===== config.mk =====
export PLATFORM = sky130hd
export DESIGN_NAME = la_capture_ctrl
export DESIGN_NICKNAME = d
export VERILOG_FILES = /design/src/rtl/la_capture_ctrl.sv
export SDC_FILE = /design/constraint.sdc
export NUM_CORES = 1
export LEC_CHECK = 0
export BUFFER_PORTS_ARGS = -buffer_cell sky130_fd_sc_hd__buf_2
export CAP_MARGIN = 20
export CORE_ASPECT_RATIO = 1.25
export CORE_MARGIN = 3
export CORE_UTILIZATION = 55
export DETAILED_ROUTE_END_ITERATION = 8
export GPL_TIMING_DRIVEN = 0
export MAX_ROUTING_LAYER = met4
export PLACE_DENSITY = 0.74
export SYNTH_ARGS = -nofsm -noshare
export SYNTH_HDL_FRONTEND = slang
export SYNTH_SLANG_ARGS = --single-unit

===== constraint.sdc =====
create_clock -name clk -period 7.1 [get_ports clk]
set_input_delay 1.065 -clock clk [delete_from_list [all_inputs] [get_ports clk]]
set_output_delay 1.065 -clock clk [all_outputs]
set_load 0.02 [all_outputs]

===== src/rtl/la_capture_ctrl.sv =====
// la_capture_ctrl
// Capture controller for the 16-pin logic analyzer peripheral. Decodes
// config packets, divides clk into sample ticks, waits for a mask/value
// trigger, then emits a bounded run of sample packets through a single
// output register and closes the run with one status packet.
// Optional feature macro: LA_TIMESTAMP_EN -- adds an 8-bit per-sample
// timestamp in data[23:16] of sample packets (byte count becomes 2'b11).
module la_capture_ctrl #(
  parameter logic [2:0]       PERIPH_ADDR = 3'd0,
  parameter int unsigned      DIV_W       = 16,
  parameter logic [DIV_W-1:0] DIV_RESET   = DIV_W'(15)
) (
  input  logic        clk,
  input  logic        rst,
  input  logic [31:0] packet_in,
  input  logic        packet_in_valid,
  input  logic [15:0] pin_vals,
  output logic [31:0] packet_out,
  output logic        packet_out_valid,
  input  logic        packet_out_ready,
  output logic        busy,
  output logic        triggered
);

  typedef enum logic [1:0] {
    S_IDLE    = 2'd0,
    S_ARMED   = 2'd1,
    S_CAPTURE = 2'd2,
    S_DONE    = 2'd3
  } state_t;

  state_t           state_reg;
  logic [DIV_W-1:0] div_reg;
  logic [DIV_W-1:0] div_cnt_reg;
  logic [15:0]      trig_mask_reg;
  logic [15:0]      trig_value_reg;
  logic [15:0]      remaining_reg;
  logic [15:0]      drop_cnt_reg;
  logic             aborted_reg;
  logic             triggered_reg;
  logic             out_valid_reg;
  logic [31:0]      out_pkt_reg;

  logic [15:0]      sync_pins;

  genvar gi;
  generate
    for (gi = 0; gi < 16; gi = gi + 1) begin : g_sync
      logic meta_reg;
      logic sync_reg;
      // two-flop synchronizer for one asynchronous pin
      always_ff @(posedge clk) begin
        meta_reg <= pin_vals[gi];
        sync_reg <= meta_reg;
      end
      assign sync_pins[gi] = sync_reg;
    end
  endgenerate

  logic        cfg_hit;
  logic [1:0]  opcode;
  logic [15:0] payload;
  logic        running;
  logic        arm_start;
  logic        abort;
  logic        tick;
  logic        trig_match;
  logic        capture_now;
  logic        slot_free;
  logic [31:0] sample_pkt;
  logic [31:0] status_pkt;
  logic        unused_pkt_bits;

  assign cfg_hit = packet_in_valid && packet_in[28] && (packet_in[31:29] == PERIPH_ADDR);
  assign opcode  = packet_in[23:22];
  assign payload = packet_in[15:0];
  // byte count and reserved data bits carry nothing for config packets
  assign unused_pkt_bits = ^{packet_in[27:24], packet_in[21:16]};

  assign running     = (state_reg == S_ARMED) || (state_reg == S_CAPTURE);
  assign arm_start   = cfg_hit && (opcode == 2'b11) && (payload != 16'h0) && (state_reg == S_IDLE);
  // an arm with N==0 during a run is the abort command; it beats a same-cycle tick
  assign abort       = cfg_hit && (opcode == 2'b11) && (payload == 16'h0) && running;
  assign tick        = running && (div_cnt_reg == div_reg);
  assign trig_match  = ((sync_pins ^ trig_value_reg) & trig_mask_reg) == 16'h0;
  // while ARMED only a matching tick captures; the trigger sample is sample 0
  assign capture_now = tick && !abort && ((state_reg == S_CAPTURE) || trig_match);
  // the slot can take a new packet if empty or being drained this cycle
  assign slot_free   = !out_valid_reg || packet_out_ready;

  // sample divider: restarts on arm, wraps on tick, frozen outside a run
  always_ff @(posedge clk) begin
    if (!rst) begin
      div_cnt_reg <= '0;
    end else if (arm_start || tick) begin
      div_cnt_reg <= '0;
    end else if (running) begin
      div_cnt_reg <= div_cnt_reg + 1'b1;
    end
  end

`ifdef LA_TIMESTAMP_EN
  logic [7:0] ts_reg;
  logic [7:0] sample_ts;

  // trigger sample is stamped 0, each later capture tick adds one (wraps at 255)
  assign sample_ts = (state_reg == S_ARMED) ? 8'h00 : ts_reg + 8'h01;

  // ts_reg holds the timestamp of the most recently captured sample
  always_ff @(posedge clk) begin
    if (!rst) begin
      ts_reg <= 8'h00;
    end else if (capture_now) begin
      ts_reg <= sample_ts;
    end
  end

  assign sample_pkt = {PERIPH_ADDR, 1'b0, 2'b11, 2'b00, sample_ts, sync_pins};
`else
  assign sample_pkt = {PERIPH_ADDR, 1'b0, 2'b10, 2'b00, 8'h00, sync_pins};
`endif

  assign status_pkt = {PERIPH_ADDR, 1'b1, 2'b11, 2'b00,
                       (aborted_reg ? 8'hDA : 8'hD0), drop_cnt_reg};

  // control FSM with config registers, drop counter and the output slot
  always_ff @(posedge clk) begin
    if (!rst) begin
      state_reg      <= S_IDLE;
      div_reg        <= DIV_RESET;
      trig_mask_reg  <= 16'h0;
      trig_value_reg <= 16'h0;
      remaining_reg  <= 16'h0;
      drop_cnt_reg   <= 16'h0;
      aborted_reg    <= 1'b0;
      triggered_reg  <= 1'b0;
      out_valid_reg  <= 1'b0;
      out_pkt_reg    <= 32'h0;
    end else begin
      // an accepted packet empties the slot unless something reloads it below
      if (out_valid_reg && packet_out_ready) begin
        out_valid_reg <= 1'b0;
      end

      case (state_reg)
        S_IDLE: begin
          if (cfg_hit) begin
            case (opcode)
              2'b00: div_reg        <= payload[DIV_W-1:0];
              2'b01: trig_mask_reg  <= payload;
              2'b10: trig_value_reg <= payload;
              default: begin
                if (payload != 16'h0) begin
                  state_reg     <= S_ARMED;
                  remaining_reg <= payload;
                  drop_cnt_reg  <= 16'h0;
                  aborted_reg   <= 1'b0;
                  triggered_reg <= 1'b0;
                end
              end
            endcase
          end
        end

        S_ARMED, S_CAPTURE: begin
          if (abort) begin
            state_reg   <= S_DONE;
            aborted_reg <= 1'b1;
          end else if (capture_now) begin
            if (slot_free) begin
              out_pkt_reg   <= sample_pkt;
              out_valid_reg <= 1'b1;
            end else if (drop_cnt_reg != 16'hFFFF) begin
              drop_cnt_reg <= drop_cnt_reg + 16'h1;
            end
            remaining_reg <= remaining_reg - 16'h1;
            triggered_reg <= 1'b1;
            state_reg     <= (remaining_reg == 16'h1) ? S_DONE : S_CAPTURE;
          end
        end

        S_DONE: begin
          if (slot_free) begin
            out_pkt_reg   <= status_pkt;
            out_valid_reg <= 1'b1;
            state_reg     <= S_IDLE;
          end
        end

        default: state_reg <= S_IDLE;
      endcase
    end
  end

  assign packet_out       = out_pkt_reg;
  assign packet_out_valid = out_valid_reg;
  assign busy             = (state_reg != S_IDLE);
  assign triggered        = triggered_reg;

endmodule


### Word-level counts from Yosys, hierarchy flattened

Index checks and enable logic that the tools add are counted.

| storage, ports and cells | value |
|---|---|
| bits in registers | 165 |
| output and inout bits | 35 |
| word-level logic and storage cells | 147 |

| operators by class | value |
|---|---|
| add/subtract/negate cells | 3 |
| equality and inequality tests | 20 |
| muxes and demuxes | 41 |
| bitwise gates (word level) | 3 |
| reductions and logical operators | 37 |

Operators by type and width:

| operator | count |
|---|---|
| $mux W16 | 12 |
| $mux W32 | 4 |
| $pmux W16 S2 | 2 |
| $pmux W32 S2 | 1 |
| $add A16 B1 Y16 const B | 2 |
| $logic_not A16 Y1 | 2 |
| $ne A2 B2 Y1 const B | 10 |
| $and A16 B16 Y16 | 1 |
| $eq A16 B1 Y1 const B | 1 |
| $eq A16 B16 Y1 | 1 |
| $ne A16 B16 Y1 const B | 1 |
| $reduce_bool A16 Y1 | 1 |
| $sub A16 B1 Y16 const B | 1 |
| $xor A16 B16 Y16 | 1 |
| $reduce_and A5 Y1 | 3 |
| $mux W2 | 6 |
| $logic_and A1 B1 Y1 | 11 |
| $mux W1 | 11 |
| $reduce_and A3 Y1 | 3 |
| $eq A2 B2 Y1 const B | 4 |
| $reduce_and A8 Y1 | 1 |
| $pmux W1 S2 | 3 |
| $pmux W2 S3 | 1 |
| $reduce_and A6 Y1 | 1 |
| other kinds (11) | 20 |

### Depth between registers and ports, before layout

| depth | value |
|---|---|
| depth after elaboration | 11 |
| gate-level depth with buffers | 12 |

### Worst setup path before layout

No wires, ideal clock.

| timing path | value |
|---|---|
| kind | input-to-reg |
| start | in packet_in[3] |
| end | reg out_pkt_reg[10], in the netlist packet_out[10] |
| arrival time | 2.857 ns |
| path slack | 4.124 ns |
| stages | 10 |
| buffers on the path | 3 |
| path through | nor4_1 nand4_1 nand2b_4 and3_1 buf_6 o211ai_4 nor2b_2 buf_6 buf_6 o221a_1 |

| on the way | value |
|---|---|
| word-level cells in the longest chain between the ends | 8 |
| elaborated cells on any way between the ends | 9 |

RTL lines:

| element | line | source |
|---|---|---|
| start: declaration | 15 | `input logic [31:0] packet_in,` |
| $logic_not A16 Y1 (*) | 83 | `assign abort = cfg_hit && (opcode == 2'b11) && (payload == 16'h0) && running;` |
| $logic_and A1 B1 Y1 (*) (2 in a row) | 83 |  |
| $logic_not A1 Y1 | 87 | `assign capture_now = tick && !abort && ((state_reg == S_CAPTURE) \|\| trig_match);` |
| $logic_and A1 B1 Y1 (2 in a row) | 87 |  |
| $ne A2 B2 Y1 (no line) | - |  |
| $reduce_and A5 Y1 (no line) (*) | - |  |
| end signal: assignment | 171 | `out_pkt_reg <= sample_pkt;` |
| end signal: assignment | 184 | `out_pkt_reg <= status_pkt;` |
| end: declaration | 42 | `logic [31:0] out_pkt_reg;` |

Every way passes the cells marked *; elsewhere a longest branch is shown, timed or not.
A chain may end at the register's enable or synchronous reset.

### Final worst setup path

| timing path | value |
|---|---|
| start | reg state_reg[0] |
| end | reg drop_cnt_reg[7] |

| on the way | value |
|---|---|
| word-level cells in the longest chain between the ends | 8 |
| elaborated cells on any way between the ends | 21 |

RTL lines:

| element | line | source |
|---|---|---|
| start: declaration | 32 | `state_t state_reg;` |
| start signal: assignment | 178 | `state_reg <= (remaining_reg == 16'h1) ? S_DONE : S_CAPTURE;` |
| $eq A2 B1 Y1 / $eq A2 B2 Y1 (equally long branches) | 80 | `assign running = (state_reg == S_ARMED) \|\| (state_reg == S_CAPTURE);` |
| $logic_or A1 B1 Y1 (*) | 80 |  |
| named net running | 63 | `logic running;` |
| $logic_and A1 B1 Y1 | 83 |  |
| $logic_not A1 Y1 | 87 |  |
| $logic_and A1 B1 Y1 (2 in a row) | 87 |  |
| $ne A2 B2 Y1 (no line) | - |  |
| $reduce_and A8 Y1 (no line) (*) | - |  |
| end signal: assignment | 174 | `drop_cnt_reg <= drop_cnt_reg + 16'h1;` |
| end: declaration | 38 | `logic [15:0] drop_cnt_reg;` |

Mark *: on every way through the listed nets, which the timed path passes. The rest lies on a longest branch.

==> results.py <==
metrics = {
    "run_status": {
        "outcome": "completed",
    },
    "timing": {
        "timing.fmax_ghz": 0.293,
        "setup_ws_ps": 3690,
        "clock_skew_ps": 7.55,
        "setup_viol": 0,
        "finalHoldViolCount": 0,
        "tns_ps": 0,
        "worstMarginPinSlew_ps": 910,
        "period_minus_slack_ps": 3410,
        "fin_crit_sh_pct": 48.1,
        "slew_headroom_pct": 39.3,
        "rsz0062_at_grt": "no",
        "finalMaxSlewViolations": 0,
    },
    "floorplan": {
        "fp.dieH_um": 129,
        "initial_core_util_pct": 56.9,
        "coreArea_um2": 11700,
        "rows": 44,
        "ioPinCount": 87,
        "dieArea_um2": 13500,
        "die_x_um": 105,
    },
    "yosys": {
        "ys_ff_latch": 152,
        "seq_area_frac_synth_pct": 45.6,
        "synth_cell_types": 64,
        "syn_area_um2": 6680,
        "synth_ff_type": "dfxtp_1",
        "async_flop_share_pct": 0,
        "synth_warnings": 0,
        "synth_edf_count": 0,
        "syn_inst": 746,
        "syn_avg_cell_area_um2": 8.95,
    },
    "clocking": {
        "cts_hold_buf": 0,
        "ctsResizeCount": 0,
        "cts.path.max_buffers": 2,
        "clkLatencyLatePin_ps": 430,
        "cts_buffers": 17,
        "numClockSinks": 152,
        "htreeDepth": 4,
        "root_buffer": "clkbuf_16",
        "clkTransAtPathRegs_ps": 60,
        "post_cts_buffers": 0,
        "tritoncts": "yes",
    },
    "grt": {
        "grt.total_usage_pct": 28.8,
        "grt_pass1_vias": 5930,
        "grt_max_degree": 17,
        "gr-total-overflow": 0,
        "antenna_found_initial": 0,
        "grt_pass1_wl_mm": 29.7,
    },
    "worst_hold_path": {
        "hold_class": "reg -> reg",
    },
    "placement": {
        "dp_hpwl_mm": 13.9,
        "post-place-ws_ps": 3540,
        "port_buffers": 67,
        "gp_congestion": 0.961,
        "dp_cells": 981,
    },
    "power": {
        "pwr-share-comb_pct": 8.9,
        "p_sw_w": 0.000506,
        "peakVddDrop_mv": 0.182,
        "power_frac_seq_pct": 44.3,
        "intPower_w": 0.00152,
        "clkPwrFrac_pct": 46.8,
        "power.leakage_nw": 2.92,
        "power_density_nw_per_um2": 258,
        "swShare_pct": 25.0,
        "p_total_w": 0.00203,
    },
    "route": {
        "drc_errors": 0,
        "drt_wl_total_mm": 18.7,
        "vias": 5988,
        "vias_per_cell": 5.91,
        "ant_nets": 0,
        "wl_per_cell_um": 18.4,
        "firstDrtPassIters": 5,
        "drt_iter0_drc": 539,
    },
    "worst_setup_path": {
        "cp_common_cell": "buf_2",
        "max_stage_delay_ps": 430,
        "crit_family": "buffers and inverters",
        "crit_buf_inv": 5,
        "arrival_ps": 3710,
        "cp-end-kind": "flop",
        "cp.required_ps": 7390,
        "crit_path_max_fanout": 10,
        "critical_path_class": "reg -> reg",
        "cpMaxStageDelayCell": "nand4b_2",
        "critPathLaunchType": "flop",
        "path_cells": "inv_1 -> ha_1 -> buf_2 -> clkinv_1 -> nor3_1 -> nand3_1 -> nand4b_2 -> buf_2 -> clkbuf_1 -> o21ai_0 -> a21oi_1",
    },
    "layout": {
        "drive_above_1_share_pct": 16.0,
        "antenna-diode-count": 0,
        "final_common_cell": "dfxtp_1",
        "area_delta_synth_final_pct": 17.8,
        "fin_util_pct": 67.1,
        "nets": 899,
        "final_cell_mix": "dfxtp_1, nand2_1, buf_2",
        "layoutNonFillerInstCount": 1013,
        "largest_reg_flops": 19,
    },
    "run": {
        "maxCapViolations": 0,
    },
}
[cell usage after synthesis (2+ instances only)]
cell type	number	share of area (%)
nand2_1	115	6.5
nand2b_1	2	0.19
buf_6	3	0.51
a22oi_1	11	1.2
nor3_1	9	0.67
clkbuf_1	30	1.7
a311oi_1	3	0.39
nor2_1	57	3.2
nand3b_1	5	0.56
nor3b_1	3	0.34
a31oi_1	4	0.37
o22ai_1	3	0.28
nor2b_1	3	0.28
xor2_1	26	3.4
and3_1	9	0.84
a221oi_1	2	0.26
o21ai_0	18	1.3
o221a_2	9	1.5
nand4_1	23	2.2
buf_4	13	1.5
or3_1	8	0.75
a211oi_1	2	0.22
o221a_1	7	1.2
or4_1	7	0.79
o221ai_1	4	0.52
nand3_1	29	2.2
buf_2	5	0.37
o211ai_1	4	0.45
nor4_1	8	0.75
a21oi_1	53	4.0
and4_1	2	0.26
and2_1	4	0.37
o31ai_1	6	0.67
dfxtp_1	152	46
a22o_1	2	0.26
and3b_1	3	0.39
inv_1	8	0.45
xnor2_1	22	2.9
o21a_1	3	0.34
ha_1	8	1.5
mux2i_1	38	5.7
[through the flow]
stage                     hold WS [ps]  cell area (µm²)
after floorplan                    310             6700
after global placement             312             7240
after detailed placement           314             7240
after CTS                          329             7860
after global routing               333             7860
final                              328             7860
[cells by family after synthesis]
kind of cell    Yosys count  synth area share (%)
simple gates            294                  21.4
other cells               1                0.0562
buf+inv                  62                  4.65
mux                      38                  5.70
flops                   152                  45.6
fa+ha+maj                 8                  1.50
compound gates          143                  14.8
xor+xnor                 48                  6.30
[worst reg2reg max path, cell delays in order, from the launching register on]
cell      delay, ps
dfxtp_1         370
inv_1           100
ha_1            280
buf_2           230
clkinv_1        350
nor3_1          370
nand3_1         290
nand4b_2        430
buf_2           280
clkbuf_1        220
o21ai_0         260
a21oi_1         110
[layout make-up]
class,instances,area [µm²]
repair buffers,67,335
multi-input cells,539,3350
clock buffers,20,457
well taps,161,201
fillers,975,3860
clock inverters,12,166
inverters,10,37.5
flip-flops and latches,152,3040
plain buffers,52,273
[path summary, 6_finish.rpt]
check	to	slack (ps)	startpoint	cells past startpoint
worst max-delay path	drop_cnt_reg[7]	3690	state_reg[0]	11
worst min-delay path	g_sync[0].sync_reg	330	g_sync[0].meta_reg	0
worst max register to register	drop_cnt_reg[7]	3690	state_reg[0]	11
worst min register to register	g_sync[0].sync_reg	330	g_sync[0].meta_reg	0
[power groups by stage]
stage / sequential (W) / clock, W / combinational, W
3_3_place_gp: 0.000916 / 0 / 0.000173
6_report: 0.000898 / 0.000947 / 0.000180
4_1_cts: 0.000898 / 0.000954 / 0.000178
5_1_grt: 0.000901 / 0.000992 / 0.000193
2_1_floorplan: 0.000926 / 0 / 0.0000971
3_5_place_dp: 0.000917 / 0 / 0.000177
[routing by layer]
metal	up-vias	GRT usage [%]	share of wire [%]
met2	269	50.7	51
met1	2834	31.3	40
met4	0	14.8	3.5
met5	-	-	0
met3	58	5.28	6.1
li1	2827	-	-
(Power assumes the default switching activity.)
